`config.mk`:
```
export PLATFORM = sky130hd
export DESIGN_NAME = score_display
export DESIGN_NICKNAME = d
export VERILOG_FILES = /design/src/rtl/score_display.sv
export SDC_FILE = /design/constraint.sdc
export NUM_CORES = 1
export LEC_CHECK = 0
export CELL_PAD_IN_SITES_DETAIL_PLACEMENT = 1
export CELL_PAD_IN_SITES_GLOBAL_PLACEMENT = 2
export CORE_ASPECT_RATIO = 0.6
export CORE_UTILIZATION = 41
export CTS_CLUSTER_DIAMETER = 30
export DETAILED_ROUTE_END_ITERATION = 6
export GPL_ROUTABILITY_DRIVEN = 0
export GPL_TIMING_DRIVEN = 0
export PLACE_DENSITY = 0.86
export SETUP_SLACK_MARGIN = 0.05
export SLEW_MARGIN = 20
export SYNTH_ARGS = -nofsm -noshare
export SYNTH_HDL_FRONTEND = slang
export SYNTH_SLANG_ARGS = --single-unit
```
`constraint.sdc`:
```
create_clock -name clk -period 7.3 [get_ports clk]
set_clock_uncertainty 0.15 [all_clocks]
set_input_delay 1.46 -clock clk [delete_from_list [all_inputs] [get_ports clk]]
set_output_delay 1.46 -clock clk [all_outputs]
set_load 0.005 [all_outputs]
```
`src/rtl/score_display.sv`:
```
// Four-digit multiplexed 7-segment driver for the two player scores.
// Scores are latched once per scan frame; on game over the loser's digits blink.
module score_display #(
  parameter int unsigned REFRESH_DIV = 100000,
  parameter int unsigned BLINK_DIV   = 25000000
) (
  input  logic       clk,
  input  logic       reset,
  input  logic [3:0] score_left,
  input  logic [3:0] score_right,
  input  logic       game_over,
  output logic [3:0] an,
  output logic [6:0] seg,
  output logic       frame_start
);

  localparam int unsigned RW = (REFRESH_DIV > 2) ? $clog2(REFRESH_DIV) : 1;
  localparam int unsigned BW = (BLINK_DIV > 2) ? $clog2(BLINK_DIV) : 1;
  localparam logic [6:0] SEG_BLANK = 7'b1111111;

  logic [RW-1:0] rcnt_q, rcnt_d;
  logic [1:0]    idx_q, idx_d;
  logic [BW-1:0] bcnt_q, bcnt_d;
  logic          blink_on_q, blink_on_d;
  logic [3:0]    snap_l_q, snap_l_d;
  logic [3:0]    snap_r_q, snap_r_d;
  logic          snap_go_q, snap_go_d;
  logic          first_q, first_d;
  logic [3:0]    an_q, an_d;
  logic [6:0]    seg_q, seg_d;
  logic          fs_q, fs_d;

  logic          rterm_c;
  logic          wrap_c;
  logic [3:0]    sel_val_c;
  logic          tens_c;
  logic [3:0]    units_c;
  logic          loser_c;
  logic [6:0]    digit_seg_c;

  function automatic logic [6:0] seg_code(input logic [3:0] d);
    case (d)
      4'd0:    seg_code = 7'b1000000;
      4'd1:    seg_code = 7'b1111001;
      4'd2:    seg_code = 7'b0100100;
      4'd3:    seg_code = 7'b0110000;
      4'd4:    seg_code = 7'b0011001;
      4'd5:    seg_code = 7'b0010010;
      4'd6:    seg_code = 7'b0000010;
      4'd7:    seg_code = 7'b1111000;
      4'd8:    seg_code = 7'b0000000;
      4'd9:    seg_code = 7'b0010000;
      default: seg_code = SEG_BLANK;
    endcase
  endfunction

  always_comb begin
    rcnt_d     = rcnt_q + RW'(1);
    idx_d      = idx_q;
    bcnt_d     = bcnt_q;
    blink_on_d = blink_on_q;
    snap_l_d   = snap_l_q;
    snap_r_d   = snap_r_q;
    snap_go_d  = snap_go_q;
    first_d    = 1'b0;

    // Scan position: dwell REFRESH_DIV cycles per digit.
    rterm_c = (rcnt_q == RW'(REFRESH_DIV - 1));
    if (rterm_c) begin
      rcnt_d = '0;
      idx_d  = idx_q + 2'd1;
    end
    wrap_c = rterm_c && (idx_q == 2'd3);

    // The first edge out of reset also loads so the display is valid immediately.
    if (wrap_c || first_q) begin
      snap_l_d  = score_left;
      snap_r_d  = score_right;
      snap_go_d = game_over;
    end

    // Blink phase follows the live game_over level, restarting lit on each rise.
    if (!game_over) begin
      bcnt_d     = '0;
      blink_on_d = 1'b1;
    end else if (bcnt_q == BW'(BLINK_DIV - 1)) begin
      bcnt_d     = '0;
      blink_on_d = ~blink_on_q;
    end else begin
      bcnt_d = bcnt_q + BW'(1);
    end

    sel_val_c = idx_q[1] ? snap_r_q : snap_l_q;
    tens_c    = (sel_val_c >= 4'd10);
    units_c   = tens_c ? (sel_val_c - 4'd10) : sel_val_c;

    if (idx_q[0]) begin
      digit_seg_c = seg_code(units_c);
    end else begin
      digit_seg_c = tens_c ? seg_code(4'd1) : SEG_BLANK;
    end

    // A tie makes both sides losers, so both blink.
    loser_c = idx_q[1] ? (snap_r_q <= snap_l_q) : (snap_l_q <= snap_r_q);

    an_d  = ~(4'b1000 >> idx_q);
    seg_d = (snap_go_q && !blink_on_q && loser_c) ? SEG_BLANK : digit_seg_c;
    fs_d  = wrap_c;
  end

  always_ff @(posedge clk or posedge reset) begin
    if (reset) begin
      rcnt_q     <= '0;
      idx_q      <= 2'd0;
      bcnt_q     <= '0;
      blink_on_q <= 1'b1;
      snap_l_q   <= 4'd0;
      snap_r_q   <= 4'd0;
      snap_go_q  <= 1'b0;
      first_q    <= 1'b1;
      an_q       <= 4'b1111;
      seg_q      <= SEG_BLANK;
      fs_q       <= 1'b0;
    end else begin
      rcnt_q     <= rcnt_d;
      idx_q      <= idx_d;
      bcnt_q     <= bcnt_d;
      blink_on_q <= blink_on_d;
      snap_l_q   <= snap_l_d;
      snap_r_q   <= snap_r_d;
      snap_go_q  <= snap_go_d;
      first_q    <= first_d;
      an_q       <= an_d;
      seg_q      <= seg_d;
      fs_q       <= fs_d;
    end
  end

  assign an          = an_q;
  assign seg         = seg_q;
  assign frame_start = fs_q;

endmodule

```
Yosys cells after proc, flatten, opt, wreduce, memory -nomap -nowiden
Memories as Yosys holds them, arrays and structs flattened. Cells that the tools add are included.

Register bits: 67. Bits in read-only memories: 112. Bits of input ports: 11. Output and inout bits: 12. Memories kept: 1.

Memory list: (name not given) (words 16, width 7, rd ports 1, clocked after Yosys merged registers in 0, wr ports 0, RTL line 42) `case (d)`.

$add $sub $neg: 4. Magnitude comparators: 3. Equality and inequality tests: 4. Shifts and indexed selects: 1. Multiplexer cells: 11. Bitwise logic cells: 2. Reductions and logical operators: 5.

Operators by type and width (count): $mux 25 (2); $add 25x1->25 const B (1); $eq 25x25->1 const B (1); $add 17x1->17 const B (1); $eq 17x17->1 const B (1); $mux 17 (1); $mux 7 (2); $le 4x4->1 (2); $mux 4 (2); $ge 4x4->1 const B (1); $not 4->4 (1); $shr 4x2->4 const A (1); $sub 4x4->4 const B (1); $logic_and 1x1->1 (3); $mux 1 (3); $mux 3 (1); $add 2x1->2 const B (1); $eq 2x2->1 const B (1); $ne 2x1->1 const B (1); $logic_not 1->1 (1); $logic_or 1x1->1 (1); $not 1->1 (1).

Depth between registers and ports, before layout
An unclocked memory read counts as a cell.

Depth in word-level cells: 6. Mapped depth: 11. Mapped depth without buffers: 10.

Least setup slack after synthesis
No wires, ideal clock.

Path kind: register to register. Start point: reg idx_q[1]. End point: reg seg_q[0] (netlist: seg[0]). Setup time: 0.088 ns. Data arrival time: 2.221 ns. Data required time: 7.062 ns. Setup slack: 4.841 ns. Cell stages (with the launch flop): 9. Path buffers: 1. Cell sequence: dfrtp_1 > buf_6 > mux2_2 > inv_1 > ha_1 > a221oi_4 > mux2i_1 > nor2_1 > or3_1.

Word-level cells in the longest chain between the ends: 6. Elaborated cells between the ends (all ways): 9.

Ends and longest elaborated chain: from (decl) (RTL line 22) `logic [1:0] idx_q, idx_d;`; from (signal assigned) (RTL line 126) `idx_q <= idx_d;`; $mux 4 (RTL line 93) `sel_val_c = idx_q[1] ? snap_r_q : snap_l_q;`; $sub 4x4->4 / $ge 4x4->1 (equally long branches) (RTL line 95, 94); $mux 4 (RTL line 95) `units_c = tens_c ? (sel_val_c - 4'd10) : sel_val_c;`; $mem_v2 16x7; $mux 7 (RTL line 97) `if (idx_q[0]) begin`; $mux 7 (*) (RTL line 107) `seg_d = (snap_go_q && !blink_on_q && loser_c) ? SEG_BLANK : digit_seg_c;`; via seg_d[0] (RTL line 30) `logic [6:0] seg_q, seg_d;`; to (signal assigned) (RTL line 134) `seg_q <= seg_d;`; to (decl) (RTL line 30).

Mark *: on every way through the listed nets, which the timed path passes. The rest lies on a longest branch. A chain may end at the register's enable or synchronous reset.

Worst setup path in the final report
Start point: reg seg_q[6] (netlist: seg[6]). End point: out seg[6].

RTL lines: to (decl) (RTL line 13) `output logic [6:0] seg,`.

No word-level cell between the ends.

==> flow_summary_export.csv <==
group,metric,value,unit
floorplanning,die_x,120,µm
drt,drc,0,
global_routing,grt_start_max_net_pins,53,
global_routing,grtUsageTotal,0.201,
critical_path,r2r_slack,4.49,ns
drt,num_vias,2456,
timing,setup_tns,0,ns
yosys,syn_inst,333,
yosys,ys.warnings.count,0,
critical_path,slowest_stage,"dfstp_2",
floorplanning,fp.dieH,72.9,µm
timing,finalHoldViolCount,0,
worst_hold_path,min_to,"rcnt_q[0]",
critical_path,r2r_start,"idx_q[1]",
pwr,p_per_area,235,mW/mm²
global_routing,antenna_found_initial,0,
drt,wl_per_cell,15.8,µm
final_layout,antenna_cells,0,
drt,wl,7600,µm
critical_path,critPathBufInv,1,
final_layout,fillers,896,
critical_path,required,5.69,ns
global_routing,grt_overflow,0,
clocking,clkTransAtPathRegs,0.06,ns
critical_path,crit_family,"flip-flops",
yosys,syn_nets,360,
yosys,ys_ff_latch,67,
timing,finalSetupViolations,0,
clocking,insertion_delay,0.34,ns
timing,fmax,338,MHz
yosys,synthArstFlopShare,1.00,
yosys,synth-edff-count,0,
clocking,cts_max_path_buffers,2,
placed_design,place_hpwl,5430,µm
timing,final.min_clock_period,2.96,ns
critical_path,r2r-end,"seg[0]",
timing,finalHoldWorstSlack,0.335,ns
floorplanning,core_area,0.00798,mm²
yosys,synth.yosys.seq_area_share,0.493,
final_layout,drive_gt1_frac,0.134,
timing,relSlewSlack,0.429,
critical_path,max_stage_delay,0.51,ns
final_layout,stdcell_count,480,
clocking,cts_buffers,9,
yosys,post_synth.cell_area_avg,10.3,µm²
clocking,cts_resized,0,
final_layout,post-route-util,0.522,
timing,period_share,0.406,
critical_path,worstSetupPathDepth,1,
worst_hold_path,holdCritStartpoint,"rcnt_q[0]",
outcome,status,"complete, no violations",
floorplanning,initial_utilization,0.430,
run,cap_violations,0,
critical_path,worst_setup_path_start_kind,"flip-flop",
critical_path,end_kind,"output pin",
critical_path,worstPathCellList,"clkdlybuf4s50_1",
pwr,leakage,1.81,nW
drt,drtAntennaViolNets,0,
pwr,ir_drop,0.000136,V
worst_hold_path,whs_path_depth,1,
drt,viasPerCell,5.12,
final_layout,syn2layout_area_growth,21.4,%
timing,rsz0062_at_grt,"no",
floorplanning,io-pin-count,23,
global_routing,grt_pass1_vias,2523,
critical_path,r2r_cells,8,
clocking,root_buffer,"clkbuf_16",
yosys,synth_cell_types,49,
timing,drv_slew,0,
floorplanning,die_area,0.00875,mm²
floorplanning,std_cell_rows,25,
critical_path,path_class,"reg -> out",
yosys,synth_area,0.00343,mm²
final_layout,finish.net_count,394,
critical_path,crit_arrival,1.35,ns
worst_hold_path,hold_class,"reg -> reg",
timing,worst_pin_slew,0.854,ns
global_routing,grt_pass1_wl,13000,µm
yosys,yosys_most_used_dff,"dfrtp_1",
clocking,hold_buffers,0,
placed_design,dp_cells,464,
critical_path,critPathMaxFanout,1,
clocking,cts_tree,"built",
clocking,clock-sinks,67,
drt,firstDrtPassIters,3,
clocking,htree_levels,3,
clocking,cts_setup_buffers,0,
drt,drt_iter0_drc,107,
placed_design,io_buffer_count,22,
==> state kept, by name (all words and copies together), names as in the netlist, 2 cells and up <==
| register | flops |
|---|---|
| bcnt_q | 25 |
| rcnt_q | 17 |
| seg | 7 |
| an | 4 |
| snap_l_q | 4 |
| snap_r_q | 4 |
| idx_q | 2 |
==> power by group <==
part           switching [mW]  internal [mW]  leakage [nW]
clock                   0.167          0.333         0.165
sequential            0.00788          0.381         0.853
combinational          0.0509         0.0389         0.791
total                   0.226          0.753          1.81
==> stage by stage <==
stage / worst slack, ns / power [mW] / area, µm²
floorplan: 4.03 / 0.453 / 3430
global placement: 2.80 / 0.478 / 3790
detailed placement: 4.32 / 0.484 / 3820
CTS: 4.32 / 0.990 / 4160
global route: 4.30 / 1.02 / 4170
finish: 4.34 / 0.979 / 4170
==> Yosys cell counts (2+ instances only) <==
library cell,instances,area share
mux2_2,10,0.033
xor2_1,22,0.056
nor4bb_1,2,0.0058
nand2b_1,3,0.0055
buf_2,2,0.0029
dfstp_2,13,0.10
nor2_1,45,0.049
nand4_1,10,0.018
dfrtp_1,54,0.39
o22ai_1,2,0.0036
nand3_1,17,0.025
xnor2_1,18,0.046
nand2_1,22,0.024
nor4_1,4,0.0073
and3_1,10,0.018
a21oi_1,8,0.012
and4_1,3,0.0077
mux2i_1,5,0.015
o21ai_0,4,0.0058
inv_1,20,0.022
nor3_1,7,0.010
or3_1,4,0.0073
nor2b_1,3,0.0055
and2_1,2,0.0036
clkbuf_1,4,0.0044
ha_1,16,0.058
==> area by class of cell <==
type	instances	area (µm²)	share of cell area
flip-flops and latches	67	1690	0.406
multi-input cells	238	1630	0.391
repair buffers	23	248	0.0595
clock buffers	9	225	0.0541
well taps	108	135	0.0324
clock inverters	7	116	0.0279
inverters	20	77.6	0.0186
plain buffers	8	40.0	0.00961
==> worst max-delay path by stage <==
stage                       endpoint  slack [ns]      start
after global placement     rcnt_q[9]        2.80      reset
after global routing          seg[3]        4.30   idx_q[1]
after detailed placement  bcnt_q[21]        4.32  game_over
final                         seg[6]        4.34     seg[6]
after CTS                      an[2]        4.32      an[2]
after floorplan            bcnt_q[0]        4.03      reset
==> routing by layer <==
metal / GRT usage / wire [µm]
met1: 0.281 / 4020
met2: 0.294 / 3240
met3: 0.0609 / 219
met4: 0.0708 / 111
met5: 0 / 0
==> logic make-up (layout without fill, tap and decap cells) <==
logic type	Yosys count	in the layout	share of synthesized area
flops	67	67	0.493
simple gates	142	142	0.212
fa+ha+maj	16	16	0.0583
buf+inv	28	67	0.0335
xor+xnor	40	40	0.102
compound gates	23	23	0.0481
other cells	1	1	0.00109
mux	16	16	0.0518
==> layout by cell type, fill, tap and decap left out, types with 5 or more instances in the layout <==
cell type / n
nor3_1: 7
clkbuf_16: 9
dfrtp_1: 54
ha_1: 16
dfstp_2: 13
clkdlybuf4s50_1: 22
mux2_2: 10
nand3_1: 17
nor2_1: 45
mux2i_1: 5
inv_1: 19
a21oi_1: 8
xor2_1: 22
and3_1: 10
nand4_1: 10
nand2_1: 22
xnor2_1: 18
No activity file was read; power rests on OpenSTA's default activity.
